`src/rtl/opensync_pkg.sv`:
```
// -----------------------------------------------------------------------------
// opensync_pkg
// Shared constants and types for the OpenSync pit-record logic (TX and RX).
//
// Contents:
//   OPENSYNC_ETYPE / OPENSYNC_TYPE / OPENSYNC_SUBTYPE : frame identification
//   *_OFS / PIT_LEN : byte offsets within the frame (index 0 = DA[47:40])
//   BYTE_CNT_MAX    : saturation value of the per-frame byte counter
//   tx_pit_state_t  : state encoding of the transmit pit-record FSM
// -----------------------------------------------------------------------------
package opensync_pkg;

    localparam logic [15:0] OPENSYNC_ETYPE   = 16'hFF01;
    localparam logic [7:0]  OPENSYNC_TYPE    = 8'h06;
    localparam logic [7:0]  OPENSYNC_SUBTYPE = 8'h03;

    localparam logic [5:0]  ETYPE_OFS    = 6'd12;
    localparam logic [5:0]  TYPE_OFS     = 6'd14;
    localparam logic [5:0]  SUBTYPE_OFS  = 6'd15;
    localparam logic [5:0]  PIT_OFS      = 6'd24;
    localparam logic [5:0]  PIT_LEN      = 6'd8;
    localparam logic [5:0]  CORR_OFS     = 6'd32;
    localparam logic [5:0]  PIT_LAST     = PIT_OFS + PIT_LEN - 6'd1;
    localparam logic [5:0]  BYTE_CNT_MAX = 6'd63;

    typedef enum logic [1:0] {
        IDLE_S,
        CLASSIFY_S,
        STAMP_S,
        TRANSMIT_PKT_S
    } tx_pit_state_t;

endpackage

```
`src/rtl/opensync_transmit_pit_record.sv`:
```
// -----------------------------------------------------------------------------
// opensync_transmit_pit_record
// Passes the MAC TX byte stream to the PHY with one cycle of latency. In
// OpenSync frames (ethertype 0xFF01, type 0x06, subtype 0x03) it overwrites
// bytes 24..31 with the local transmit time captured at the first byte of the
// frame plus a fixed delay compensation. The FCS is regenerated downstream.
//
// Ports:
//   i_clk          : 125 MHz clock
//   i_rst_n        : synchronous active-low reset
//   iv_local_time  : free-running local time
//   iv_data        : TX frame byte (first byte = DA[47:40])
//   i_data_wr      : byte valid, contiguous high for a whole frame
//   ov_data        : byte to PHY (0 when o_data_wr is low)
//   o_data_wr      : valid to PHY
//   o_pit_stamped  : pulse in the cycle the last stamp byte is output
//   ov_pit_time    : stamp value of the most recently stamped frame
// -----------------------------------------------------------------------------
module opensync_transmit_pit_record
    import opensync_pkg::*;
#(
    parameter logic [63:0] TX_DELAY_COMP    = 64'd8,
    parameter logic [15:0] OPENSYNC_ETYPE   = opensync_pkg::OPENSYNC_ETYPE,
    parameter logic [7:0]  OPENSYNC_TYPE    = opensync_pkg::OPENSYNC_TYPE,
    parameter logic [7:0]  OPENSYNC_SUBTYPE = opensync_pkg::OPENSYNC_SUBTYPE
) (
    input  logic        i_clk,
    input  logic        i_rst_n,
    input  logic [63:0] iv_local_time,
    input  logic [7:0]  iv_data,
    input  logic        i_data_wr,
    output logic [7:0]  ov_data,
    output logic        o_data_wr,
    output logic        o_pit_stamped,
    output logic [63:0] ov_pit_time
);

    tx_pit_state_t state;
    logic [5:0]    rv_byte_cnt;
    logic          rv_match;
    logic [63:0]   rv_tx_time;

    logic          match_next;
    logic          in_pit;
    logic [2:0]    pit_sel;
    logic [7:0]    pit_byte;

    // Running match of the header bytes, including the byte on the input this
    // cycle, so the decision at SUBTYPE_OFS already sees the subtype byte.
    always_comb begin
        match_next = rv_match;
        if (rv_byte_cnt == 6'd0)
            match_next = 1'b1;
        else if (rv_byte_cnt == ETYPE_OFS)
            match_next = rv_match && (iv_data == OPENSYNC_ETYPE[15:8]);
        else if (rv_byte_cnt == ETYPE_OFS + 6'd1)
            match_next = rv_match && (iv_data == OPENSYNC_ETYPE[7:0]);
        else if (rv_byte_cnt == TYPE_OFS)
            match_next = rv_match && (iv_data == OPENSYNC_TYPE);
        else if (rv_byte_cnt == SUBTYPE_OFS)
            match_next = rv_match && (iv_data == OPENSYNC_SUBTYPE);
    end

    // PIT_OFS is a multiple of 8, so the low three index bits select the
    // byte lane directly: index 24 -> [63:56], index 31 -> [7:0].
    always_comb begin
        in_pit   = (rv_byte_cnt >= PIT_OFS) && (rv_byte_cnt <= PIT_LAST);
        pit_sel  = 3'd7 - rv_byte_cnt[2:0];
        pit_byte = rv_tx_time[{pit_sel, 3'b000} +: 8];
    end

    always_ff @(posedge i_clk) begin
        if (!i_rst_n) begin
            state         <= IDLE_S;
            rv_byte_cnt   <= 6'd0;
            rv_match      <= 1'b0;
            rv_tx_time    <= 64'd0;
            ov_data       <= 8'd0;
            o_data_wr     <= 1'b0;
            o_pit_stamped <= 1'b0;
            ov_pit_time   <= 64'd0;
        end else begin
            o_pit_stamped <= 1'b0;
            if (!i_data_wr) begin
                // Frame end (or idle): any state returns to IDLE_S.
                state       <= IDLE_S;
                rv_byte_cnt <= 6'd0;
                ov_data     <= 8'd0;
                o_data_wr   <= 1'b0;
            end else begin
                o_data_wr <= 1'b1;
                ov_data   <= iv_data;
                rv_match  <= match_next;
                if (rv_byte_cnt != BYTE_CNT_MAX)
                    rv_byte_cnt <= rv_byte_cnt + 6'd1;

                case (state)
                    IDLE_S: begin
                        rv_tx_time <= iv_local_time + TX_DELAY_COMP;
                        state      <= CLASSIFY_S;
                    end
                    CLASSIFY_S: begin
                        if (rv_byte_cnt == SUBTYPE_OFS)
                            state <= match_next ? STAMP_S : TRANSMIT_PKT_S;
                    end
                    STAMP_S: begin
                        if (in_pit)
                            ov_data <= pit_byte;
                        if (rv_byte_cnt == PIT_LAST) begin
                            o_pit_stamped <= 1'b1;
                            ov_pit_time   <= rv_tx_time;
                            state         <= TRANSMIT_PKT_S;
                        end
                    end
                    TRANSMIT_PKT_S: begin
                        state <= TRANSMIT_PKT_S;
                    end
                    default: begin
                        state <= IDLE_S;
                    end
                endcase
            end
        end
    end

endmodule

```
`config.mk`:
```
export PLATFORM = sky130hd
export DESIGN_NAME = opensync_transmit_pit_record
export DESIGN_NICKNAME = d
export VERILOG_FILES = /design/src/rtl/opensync_pkg.sv /design/src/rtl/opensync_transmit_pit_record.sv
export SDC_FILE = /design/constraint.sdc
export NUM_CORES = 1
export LEC_CHECK = 0
export ABC_AREA = 1
export BUFFER_PORTS_ARGS = -buffer_cell sky130_fd_sc_hd__buf_2
export CORE_MARGIN = 2
export CORE_UTILIZATION = 40
export DETAILED_ROUTE_END_ITERATION = 10
export PLACE_DENSITY_LB_ADDON = 0.25
export SYNTH_ARGS = -nofsm -noshare
export SYNTH_HDL_FRONTEND = slang
export SYNTH_SLANG_ARGS = --single-unit
```
`constraint.sdc`:
```
create_clock -name i_clk -period 1.88 [get_ports i_clk]
set_input_delay 0.094 -clock i_clk [delete_from_list [all_inputs] [get_ports i_clk]]
set_output_delay 0.094 -clock i_clk [all_outputs]
set_load 0.02 [all_outputs]
```
==> results.json, run 1 <==
{
  "outcome": "completed",
  "final.setup.worst_slack_ps": 25.7,
  "vdd_ir_drop_max_v": 0.000659,
  "total_power_w": 0.00758,
  "criticalPathCategory": "reg -> reg",
  "cts_inserted_buffers": 17,
  "detail-route-antenna-nets": 0,
  "ys_warn_count": 0,
  "mostFrequentLayoutCells": "179 x nand2_1, 170 x inv_1, 148 x buf_2",
  "final-max-slew-violation-count": 0,
  "dp_hpwl_mm": 20.8,
  "ys_async_sr_fraction_pct": 0,
  "overall_die_area_sq_um": 20800,
  "worst_setup_path_end_kind": "flip-flop",
  "maxCapViolCount": 0,
  "syn-instance-count": 1181,
  "die_h_um": 144,
  "dpl_worst_slack_ps": -30.8,
  "antenna_cells": 0,
  "drt_iter0_drc": 753,
  "area_growth_pct": 24.6,
  "share_of_final_layout_standard_cells_stronger_than_drive_strength_1_pct": 18.0,
  "initial_core_util_pct": 40.6,
  "cp-start-kind": "flip-flop",
  "dr.pass1.iters": 8,
  "gate_power_share_pct": 11.9,
  "std_cell_rows": 51,
  "clockPowerShare_pct": 44.2,
  "seqPwrFrac_pct": 43.8,
  "fin_worst_skew_ps": 7.42,
  "routability_cong": 1.00,
  "routed_wl_mm": 27.5,
  "clock_tree.root_cell": "clkbuf_16",
  "grt-ovfl-total": 0,
  "dpl_cell_area_sq_um": 8920,
  "internal_power_w": 0.00542,
  "layout_min_cycle_time_ps": 1850,
  "synth.ff_latch_count": 147,
  "cpMaxStageDelayCell": "dfxtp_2",
  "numClockSinks": 147,
  "antenna_found_initial": 0,
  "clock_slew_at_reported_path_ffs_ps": 70,
  "tritoncts": "yes",
  "routedWlPerCell_um": 17.0,
  "netlist_area_sq_um": 7880,
  "core_area_sq_um": 19400,
  "rsz_0062_raised_after_global_routing": "true",
  "final.hold.worst_slack_ps": 16.0,
  "clock_tree.htree_level_count": 4,
  "drc_errors": 0,
  "final_hold_viol_count": 0,
  "drt-vias-per-instance": 5.28,
  "mappedNetlistNets": 1261,
  "num-nets-final": 1422,
  "power.leakage_nw": 4.60,
  "gr-usage-all-layers_pct": 26.2,
  "filler_cell_count": 2010,
  "edff_count_synth": 0,
  "first_pass_grt_wire_length_mm": 41.0,
  "transition_time_at_the_pin_with_the_least_slew_margin_ps": 513,
  "clock_path_buffers": 2,
  "finalSetupViolCount": 0,
  "crit_arrival_ps": 2180,
  "netlist-cell-type-count": 37,
  "min_period_over_period_pct": 98.6,
  "holdCritPathClass": "in -> reg",
  "maxClockFrequency_mhz": 539,
  "final_common_cell": "nand2_1",
  "p_switching_w": 0.00216,
  "critical_path_peak_fanout": 8,
  "worstPathRequired_ps": 2200,
  "fp.dieW_um": 144,
  "clock_latency_ps": 440,
  "post_synth.cell_area_avg_sq_um": 6.67,
  "worstPathCellList": "ha_2 > inv_1 > nor2_2 > inv_2 > nor2_4 > inv_2 > nor3_4 > buf_12 > clkinvlp_4 > buf_4 > nor2_2 > nor2_1",
  "slew_headroom_pct": 65.7,
  "maximum_number_of_pins_on_one_net_before_global_route_repair": 75,
  "postSynth.topFlopCell": "dfxtp_1",
  "first_global_vias": 7666,
  "power.density_nw_per_um2": 772,
  "io_pins": 149,
  "final_design_area_no_fill_sq_um": 9810,
  "worst_path_largest_cell_delay_ps": 350,
  "vias": 8555,
  "ys_seq_area_share_pct": 37.4,
  "place.port_buffers": 148,
  "switching_share_pct": 28.5
}
cells by family (layout without fill, tap and decap cells):
kind of cell / count (synthesis) / in the layout / synth area share [%]
flops: 147 / 147 / 37.4
compound gates: 305 / 305 / 20.1
xor+xnor: 34 / 34 / 3.78
buf+inv: 230 / 404 / 11.7
fa+ha+maj: 5 / 5 / 0.794
simple gates: 460 / 460 / 26.3
critical path: cells and delay by family, from the launching register on:
family                     cells  cell delay, ps
adders and majority gates      1             200
buffers and inverters          6             650
DFF                            1             350
and+or+nand+nor                5             540
cell type report:
type                       instances  area [sq um]  area share, %
sequential                       147          2950           30.0
clock inverter                    15           155           1.58
timing repair buffer             195          1260           12.8
tap                              265           332           3.38
clock buffer                      17           425           4.34
multi-input combinational        804          4030           41.1
inverter                         177           668           6.81
per-layer routing:
metal | GRT usage [%] | up-vias | routed length [um]
li1 | - | 4187 | -
met1 | 35.5 | 3977 | 12400
met2 | 41.5 | 341 | 12400
met3 | 4.34 | 50 | 1840
met4 | 10.8 | 0 | 844
met5 | 0 | - | 0
registers in the layout, indices dropped and copies added (netlist names):
register       flops
o_data_wr          1
rv_byte_cnt        6
rv_match           1
ov_pit_time       64
state              2
o_pit_stamped      1
rv_tx_time        64
ov_data            8
synth_stat cells (3+ instances only):
cell type | n | area [sq um]
nand2_1 | 180 | 676
inv_1 | 172 | 646
dfxtp_1 | 147 | 2940
o21ai_0 | 140 | 701
a21oi_1 | 139 | 696
nor2_1 | 121 | 454
nand3_1 | 77 | 385
clkbuf_1 | 35 | 131
nor3_1 | 35 | 175
xor2_1 | 27 | 236
nand4_1 | 18 | 113
o211ai_1 | 17 | 128
xnor2_1 | 7 | 61.3
a31oi_1 | 6 | 37.5
buf_4 | 6 | 45.0
clkbuf_2 | 6 | 30.0
nor2_2 | 6 | 37.5
ha_1 | 5 | 62.6
nand3b_1 | 4 | 30.0
nor3_4 | 4 | 65.1
buf_2 | 3 | 15.0
clkinv_1 | 3 | 11.3
or2_0 | 3 | 18.8
power by group through the flow:
stage               combinational (W)  clock (W)  sequential [W]
detailed placement           0.000864          0         0.00339
global route                  0.00101    0.00351         0.00333
finish                       0.000905    0.00335         0.00332
floorplan                    0.000511          0         0.00336
global placement             0.000859          0         0.00338
CTS                          0.000889    0.00340         0.00332
repair_timing:
action	CTS	global route
buffers inserted	4	2
hold buffers	13	0
pin swaps	2	2
gates resized for setup	4	16
endpoints found under the setup margin	47	71
endpoints found under the hold margin	13	0
gates cloned	1	2
stage by stage:
step	TNS (ps)	util, %	cells
floorplan	0	-	1181
global placement	0	46.0	1567
detailed placement	-619	46.0	1567
CTS	0	50.1	1617
global route	-934	50.6	1620
finish	0	50.6	1620
final timing paths:
check	startpoint	endpoint	slack (ps)	cells after the start
min	iv_local_time[7]	rv_tx_time[7]$_SDFFE_PN0P_	20	3
min reg2reg	rv_tx_time[24]$_SDFFE_PN0P_	ov_pit_time[24]$_SDFFE_PN0P_	470	2
max	rv_byte_cnt[0]$_SDFFE_PN0P_	ov_pit_time[11]$_SDFFE_PN0P_	30	12
max reg2reg	rv_byte_cnt[0]$_SDFFE_PN0P_	ov_pit_time[11]$_SDFFE_PN0P_	30	12
Power figures use the tool's default switching activity.
==> inputs of run 2 (changes only) <==
--- a/config.mk
+++ b/config.mk
@@ -5,7 +5,7 @@
 export SDC_FILE = /design/constraint.sdc
 export NUM_CORES = 1
 export LEC_CHECK = 0
-export ABC_AREA = 1
+export ABC_AREA = 0
 export BUFFER_PORTS_ARGS = -buffer_cell sky130_fd_sc_hd__buf_2
 export CORE_MARGIN = 2
 export CORE_UTILIZATION = 40
==> run 2 against run 1 <==
  * Synthesized area decreased by 9.8%
  * Synthesized cell count down 27%
  * Total power is 3.1% lower
  * Critical endpoint is now rv_tx_time[54]$_SDFFE_PN0P_
  * Highest routed layer unchanged
==> results.json, run 2 <==
{
  "crit_arrival_ps": 2130,
  "rsz_0062_raised_after_global_routing": "false",
  "clock_latency_ps": 420,
  "first_global_vias": 6281,
  "grt-ovfl-total": 0,
  "drt_iter0_drc": 618,
  "worst_setup_path_end_kind": "flip-flop",
  "final_hold_viol_count": 0,
  "min_period_over_period_pct": 94.5,
  "core_area_sq_um": 17400,
  "detail-route-antenna-nets": 0,
  "maxClockFrequency_mhz": 563,
  "synthDominantAreaCellType": "dfxtp_1",
  "drt-vias-per-instance": 5.51,
  "slew_headroom_pct": 46.0,
  "worstPathRequired_ps": 2240,
  "power.leakage_nw": 3.62,
  "routed-wl-met2_mm": 9.69,
  "clock_tree.root_cell": "clkbuf_16",
  "antenna_cells": 0,
  "syn-instance-count": 863,
  "critical-path-top-delay-family": "simple AND/OR/NAND/NOR gates",
  "internal_power_w": 0.00551,
  "edff_count_synth": 0,
  "p_switching_w": 0.00184,
  "share_of_final_layout_standard_cells_stronger_than_drive_strength_1_pct": 27.2,
  "worst_path_largest_cell_delay_ps": 540,
  "finalSetupViolCount": 0,
  "criticalPathCategory": "in -> reg",
  "first_pass_grt_wire_length_mm": 33.9,
  "worstPathCellList": "dlygate4sd3_1 > buf_2 > or3b_2 > or4_1 > mux2_2 > nand3_1",
  "initial_core_util_pct": 40.9,
  "clock_slew_at_reported_path_ffs_ps": 60,
  "outcome": "completed",
  "synth_top_area_share_pct": 41.4,
  "ys_seq_area_share_pct": 41.4,
  "layout_min_cycle_time_ps": 1780,
  "mappedNetlistNets": 943,
  "final-max-slew-violation-count": 0,
  "holdCritPathClass": "in -> reg",
  "routed_wl_mm": 22.2,
  "vdd_ir_drop_max_v": 0.000539,
  "cts_inserted_buffers": 17,
  "cpMaxStageDelayCell": "or3b_2",
  "final_common_cell": "nand2_1",
  "holdPathStages": 3,
  "ys_warn_count": 0,
  "switching_share_pct": 25.0,
  "postSynth.topFlopCell": "dfxtp_1",
  "seqPwrFrac_pct": 45.9,
  "die_h_um": 137,
  "critical_path_buf_inv_count": 2,
  "routedWlPerCell_um": 17.2,
  "r2r_cells": 9,
  "dr.pass1.iters": 6,
  "clock_tree.htree_level_count": 4,
  "gate_power_share_pct": 10.9,
  "timing.critical_path.depth": 6,
  "vias": 7123,
  "fin_worst_skew_ps": 7.32,
  "clockPowerShare_pct": 43.2,
  "numPlacedInstances": 1243,
  "critical_path_peak_fanout": 7,
  "wl_met1_mm": 10.8,
  "final_design_area_no_fill_sq_um": 9300,
  "gr-usage-all-layers_pct": 23.4,
  "fin_cells": 1293,
  "power.density_nw_per_um2": 790,
  "overall_die_area_sq_um": 18800,
  "met3_wirelength_mm": 1.32,
  "fp.dieW_um": 137,
  "drc_errors": 0,
  "dpl_cell_area_sq_um": 8510,
  "dr.max_layer_used": "met4",
  "numClockSinks": 147,
  "synth.ff_latch_count": 147,
  "antenna_found_initial": 0,
  "maxCapViolCount": 0,
  "cp-start-kind": "primary input",
  "clock_path_buffers": 2,
  "ys_async_sr_fraction_pct": 0,
  "transition_time_at_the_pin_with_the_least_slew_margin_ps": 810,
  "io_pins": 149,
  "netlist-cell-type-count": 47,
  "area_growth_pct": 30.9,
  "num-nets-final": 1137,
  "largestRegisters": "ov_pit_time x64, rv_tx_time x64, ov_data x8",
  "synth_area_leaders": "dfxtp_1 41%, nand2_1 8.5%, a21oi_1 6.8%",
  "synthMostInstantiatedCell": "nand2_1",
  "synth.top_cells.by_count": "161 x nand2_1, 147 x dfxtp_1, 96 x a21oi_1",
  "mostFrequentLayoutCells": "161 x nand2_1, 147 x buf_2, 145 x dfxtp_1",
  "tritoncts": "yes",
  "dp_hpwl_mm": 16.4,
  "netlist_area_sq_um": 7100,
  "worst-r2r-setup-slack_ps": 140,
  "maximum_number_of_pins_on_one_net_before_global_route_repair": 73,
  "place.port_buffers": 148,
  "filler_cell_count": 1657,
  "std_cell_rows": 48,
  "post_synth.cell_area_avg_sq_um": 8.23,
  "routability_cong": 0.931
}
[run 2: per-stage QoR]
stage                     setup TNS [ps]  total power [W]  worst slack [ps]  hold WS (ps)  util, %
final                                  0          0.00734               103          15.3     53.6
after floorplan                    -21.4          0.00378             -17.5           184        -
after global routing                   0          0.00760              20.9          15.6     53.6
after global placement              -934          0.00418              -164           352     49.0
after CTS                              0          0.00736              15.1         0.239     53.3
after detailed placement           -1280          0.00418              -189           354     49.0
[run 2: layout make-up]
type	count	area, sq um	share of cell area, %
well taps	225	282	3.03
clock buffers	20	467	5.02
multi-input cells	636	3870	41.6
repair buffers	244	1610	17.3
flip-flops and latches	147	2950	31.7
clock inverters	10	85.1	0.915
inverters	11	41.3	0.444
[run 2: cells by family (layout without fill, tap and decap cells)]
kind of cell | Yosys count | after routing | synth area share [%]
xor+xnor | 41 | 41 | 5.05
compound gates | 196 | 196 | 15.6
fa+ha+maj | 5 | 5 | 0.881
mux | 31 | 31 | 7.22
flops | 147 | 147 | 41.4
buf+inv | 80 | 285 | 4.58
simple gates | 363 | 363 | 25.2
[run 2: timing repair]
item,4_1_cts,5_1_grt
endpoints found under the hold margin,19,0
resized for setup,0,9
endpoints found under the setup margin,0,67
setup buffers,0,1
hold buffers,19,0
[run 2: worst paths after layout]
kind / from / to
max: i_data_wr / rv_tx_time[54]$_SDFFE_PN0P_
min reg2reg: ov_pit_time[12]$_SDFFE_PN0P_ / ov_pit_time[12]$_SDFFE_PN0P_
min: iv_data[5] / ov_data[5]$_SDFF_PN0_
max reg2reg: rv_byte_cnt[0]$_SDFFE_PN0P_ / ov_pit_time[4]$_SDFFE_PN0P_
[run 2: layer usage]
| layer | global-route usage [%] | vias to the layer above |
|---|---|---|
| li1 | - | 3485 |
| met1 | 34.9 | 3347 |
| met2 | 34.7 | 264 |
| met3 | 3.64 | 27 |
| met4 | 6.82 | 0 |
| met5 | 0 | - |
[run 2: power groups by stage]
stage	Sequential, W	Clock [W]	Combinational (W)
floorplan	0.00337	0	0.000409
global placement	0.00343	0	0.000751
detailed placement	0.00343	0	0.000757
CTS	0.00336	0.00321	0.000791
global route	0.00337	0.00335	0.000876
finish	0.00337	0.00317	0.000800
[run 2: tightest hold or removal path: cells and delay by family]
| kind | cells | cell delay (ps) |
|---|---|---|
| AND/OR/NAND/NOR | 1 | 100 |
| buffers and inverters | 1 | 120 |
| AO/OA/AOI/OAI | 1 | 60 |
==> inputs of run 3 (changes only) <==
--- a/config.mk
+++ b/config.mk
@@ -9,6 +9,7 @@
 export BUFFER_PORTS_ARGS = -buffer_cell sky130_fd_sc_hd__buf_2
 export CORE_MARGIN = 2
 export CORE_UTILIZATION = 40
+export CTS_BUF_LIST = sky130_fd_sc_hd__clkbuf_4
 export DETAILED_ROUTE_END_ITERATION = 10
 export PLACE_DENSITY_LB_ADDON = 0.25
 export SYNTH_ARGS = -nofsm -noshare
==> run 3 against run 2 <==
  * The run now ends with setup timing left
  * Wire length up 4.6%
  * Die area is the same
  * Clock power shrank 46%
  * Core utilization rose by 1.6 points
  * Combinational power rose by 13%
  * Worst hold slack improved by 28 ps
==> results.json, run 3 (same netlist as run 2, synthesis figures left out) <==
{
  "criticalPathCategory": "in -> reg",
  "min_period_over_period_pct": 100,
  "violations": "setup timing",
  "num-nets-final": 1198,
  "cts_inserted_buffers": 17,
  "fin_worst_skew_ps": 15.0,
  "worstPathRequired_ps": 2310,
  "maxClockFrequency_mhz": 530,
  "power.density_nw_per_um2": 625,
  "crit_arrival_ps": 2320,
  "fp.dieW_um": 137,
  "power.leakage_nw": 3.72,
  "final-max-slew-violation-count": 0,
  "clock_tree.root_cell": "clkbuf_4",
  "cp-start-kind": "primary input",
  "routability_cong": 0.931,
  "std_cell_rows": 48,
  "first_global_vias": 6681,
  "holdCritPathClass": "in -> reg",
  "initial_core_util_pct": 40.9,
  "overall_die_area_sq_um": 18800,
  "largestRegisters": "ov_pit_time x64, rv_tx_time x64, ov_data x8",
  "final_design_area_no_fill_sq_um": 9580,
  "critical_path_peak_fanout": 7,
  "drc_errors": 0,
  "maxCapViolCount": 0,
  "numPlacedInstances": 1243,
  "fin_cells": 1355,
  "maximum_number_of_pins_on_one_net_before_global_route_repair": 73,
  "vdd_ir_drop_max_v": 0.000323,
  "io_pins": 149,
  "clock_path_buffers": 2,
  "area_growth_pct": 34.9,
  "drt-vias-per-instance": 5.50,
  "slew_headroom_pct": 46.4,
  "antenna_found_initial": 1,
  "clock_tree.htree_level_count": 4,
  "dp_hpwl_mm": 16.4,
  "gr-usage-all-layers_pct": 24.2,
  "routedWlPerCell_um": 17.1,
  "finalSetupViolCount": 1,
  "total_power_w": 0.00599,
  "detail-route-antenna-nets": 0,
  "final.setup.worst_slack_ps": -5.42,
  "core_area_sq_um": 17400,
  "die_h_um": 137,
  "routed_wl_mm": 23.2,
  "dpl_cell_area_sq_um": 8510,
  "vias": 7446,
  "share_of_final_layout_standard_cells_stronger_than_drive_strength_1_pct": 26.0,
  "first_pass_grt_wire_length_mm": 35.1,
  "grt-ovfl-total": 0,
  "outcome": "finished with violations",
  "layout_min_cycle_time_ps": 1890,
  "final_hold_viol_count": 0,
  "transition_time_at_the_pin_with_the_least_slew_margin_ps": 804,
  "drt_iter0_drc": 680,
  "final_common_cell": "nand2_1",
  "worst_setup_path_end_kind": "flip-flop",
  "dr.pass1.iters": 5,
  "mostFrequentLayoutCells": "161 x nand2_1, 147 x buf_2, 145 x dfxtp_1",
  "clock_slew_at_reported_path_ffs_ps": 120,
  "numClockSinks": 147,
  "tritoncts": "yes",
  "place.port_buffers": 148,
  "fin_setup_tns_ps": -5.42,
  "clock_latency_ps": 540
}
-- run 3: timing repair --
item / 4_1_cts / 5_1_grt
setup buffers: 0 / 4
hold buffers: 74 / 0
setup endpoints to repair: 0 / 71
gates resized for setup: 0 / 12
hold endpoints to repair: 66 / 0
-- run 3: per-stage QoR --
step           setup slack, ps  hold slack (ps)  utilization [%]
6_report                 -5.42             43.6             55.2
3_3_place_gp              -164              352             49.0
3_5_place_dp              -189              354             49.0
2_1_floorplan            -17.5              184                -
5_1_grt                 -0.481             17.5             55.2
4_1_cts                   41.8            0.280             54.6
-- run 3: power breakdown --
| group | total, W | leakage [nW] | internal [W] | switching (W) |
|---|---|---|---|---|
| Sequential | 0.00336 | 1.20 | 0.00324 | 0.000129 |
| Clock | 0.00171 | 0.117 | 0.000612 | 0.00110 |
| Combinational | 0.000908 | 2.40 | 0.000455 | 0.000453 |
-- run 3: layer usage --
layer | up-vias | routed length [um] | track usage (%)
met5 | - | 0 | 0
met1 | 3523 | 10800 | 34.9
met2 | 279 | 10400 | 37.0
li1 | 3612 | - | -
met3 | 32 | 1540 | 4.30
met4 | 0 | 403 | 6.82
-- run 3: layout make-up --
| type | count | area [sq um] |
|---|---|---|
| antenna | 1 | 2.50 |
| clock buffer | 17 | 128 |
| clock inverter | 13 | 96.3 |
| fill | 1644 | 7770 |
| inverter | 11 | 41.3 |
| multi-input combinational | 636 | 3870 |
| sequential | 147 | 2950 |
| tap | 225 | 282 |
| timing repair buffer | 305 | 2220 |
-- run 3: worst paths after layout --
path | start | end | slack, ps | depth (start not counted)
hold reg to reg | ov_pit_time[59]$_SDFFE_PN0P_ | ov_pit_time[59]$_SDFFE_PN0P_ | 460 | 2
setup / recovery | iv_local_time[3] | rv_tx_time[43]$_SDFFE_PN0P_ | -5 | 9
hold / removal | iv_local_time[50] | rv_tx_time[50]$_SDFFE_PN0P_ | 40 | 5
setup reg to reg | state[1]$_SDFFE_PN0P_ | rv_tx_time[54]$_SDFFE_PN0P_ | 120 | 4
-- run 3: worst max-delay path, stage by stage --
cell and delay (ps):
buf_2 120, ha_4 140, and4_4 240, nand4_1 130, or4_4 600, buf_4 170
o31ai_1 180, dlygate4sd3_1 580, a31oi_1 70
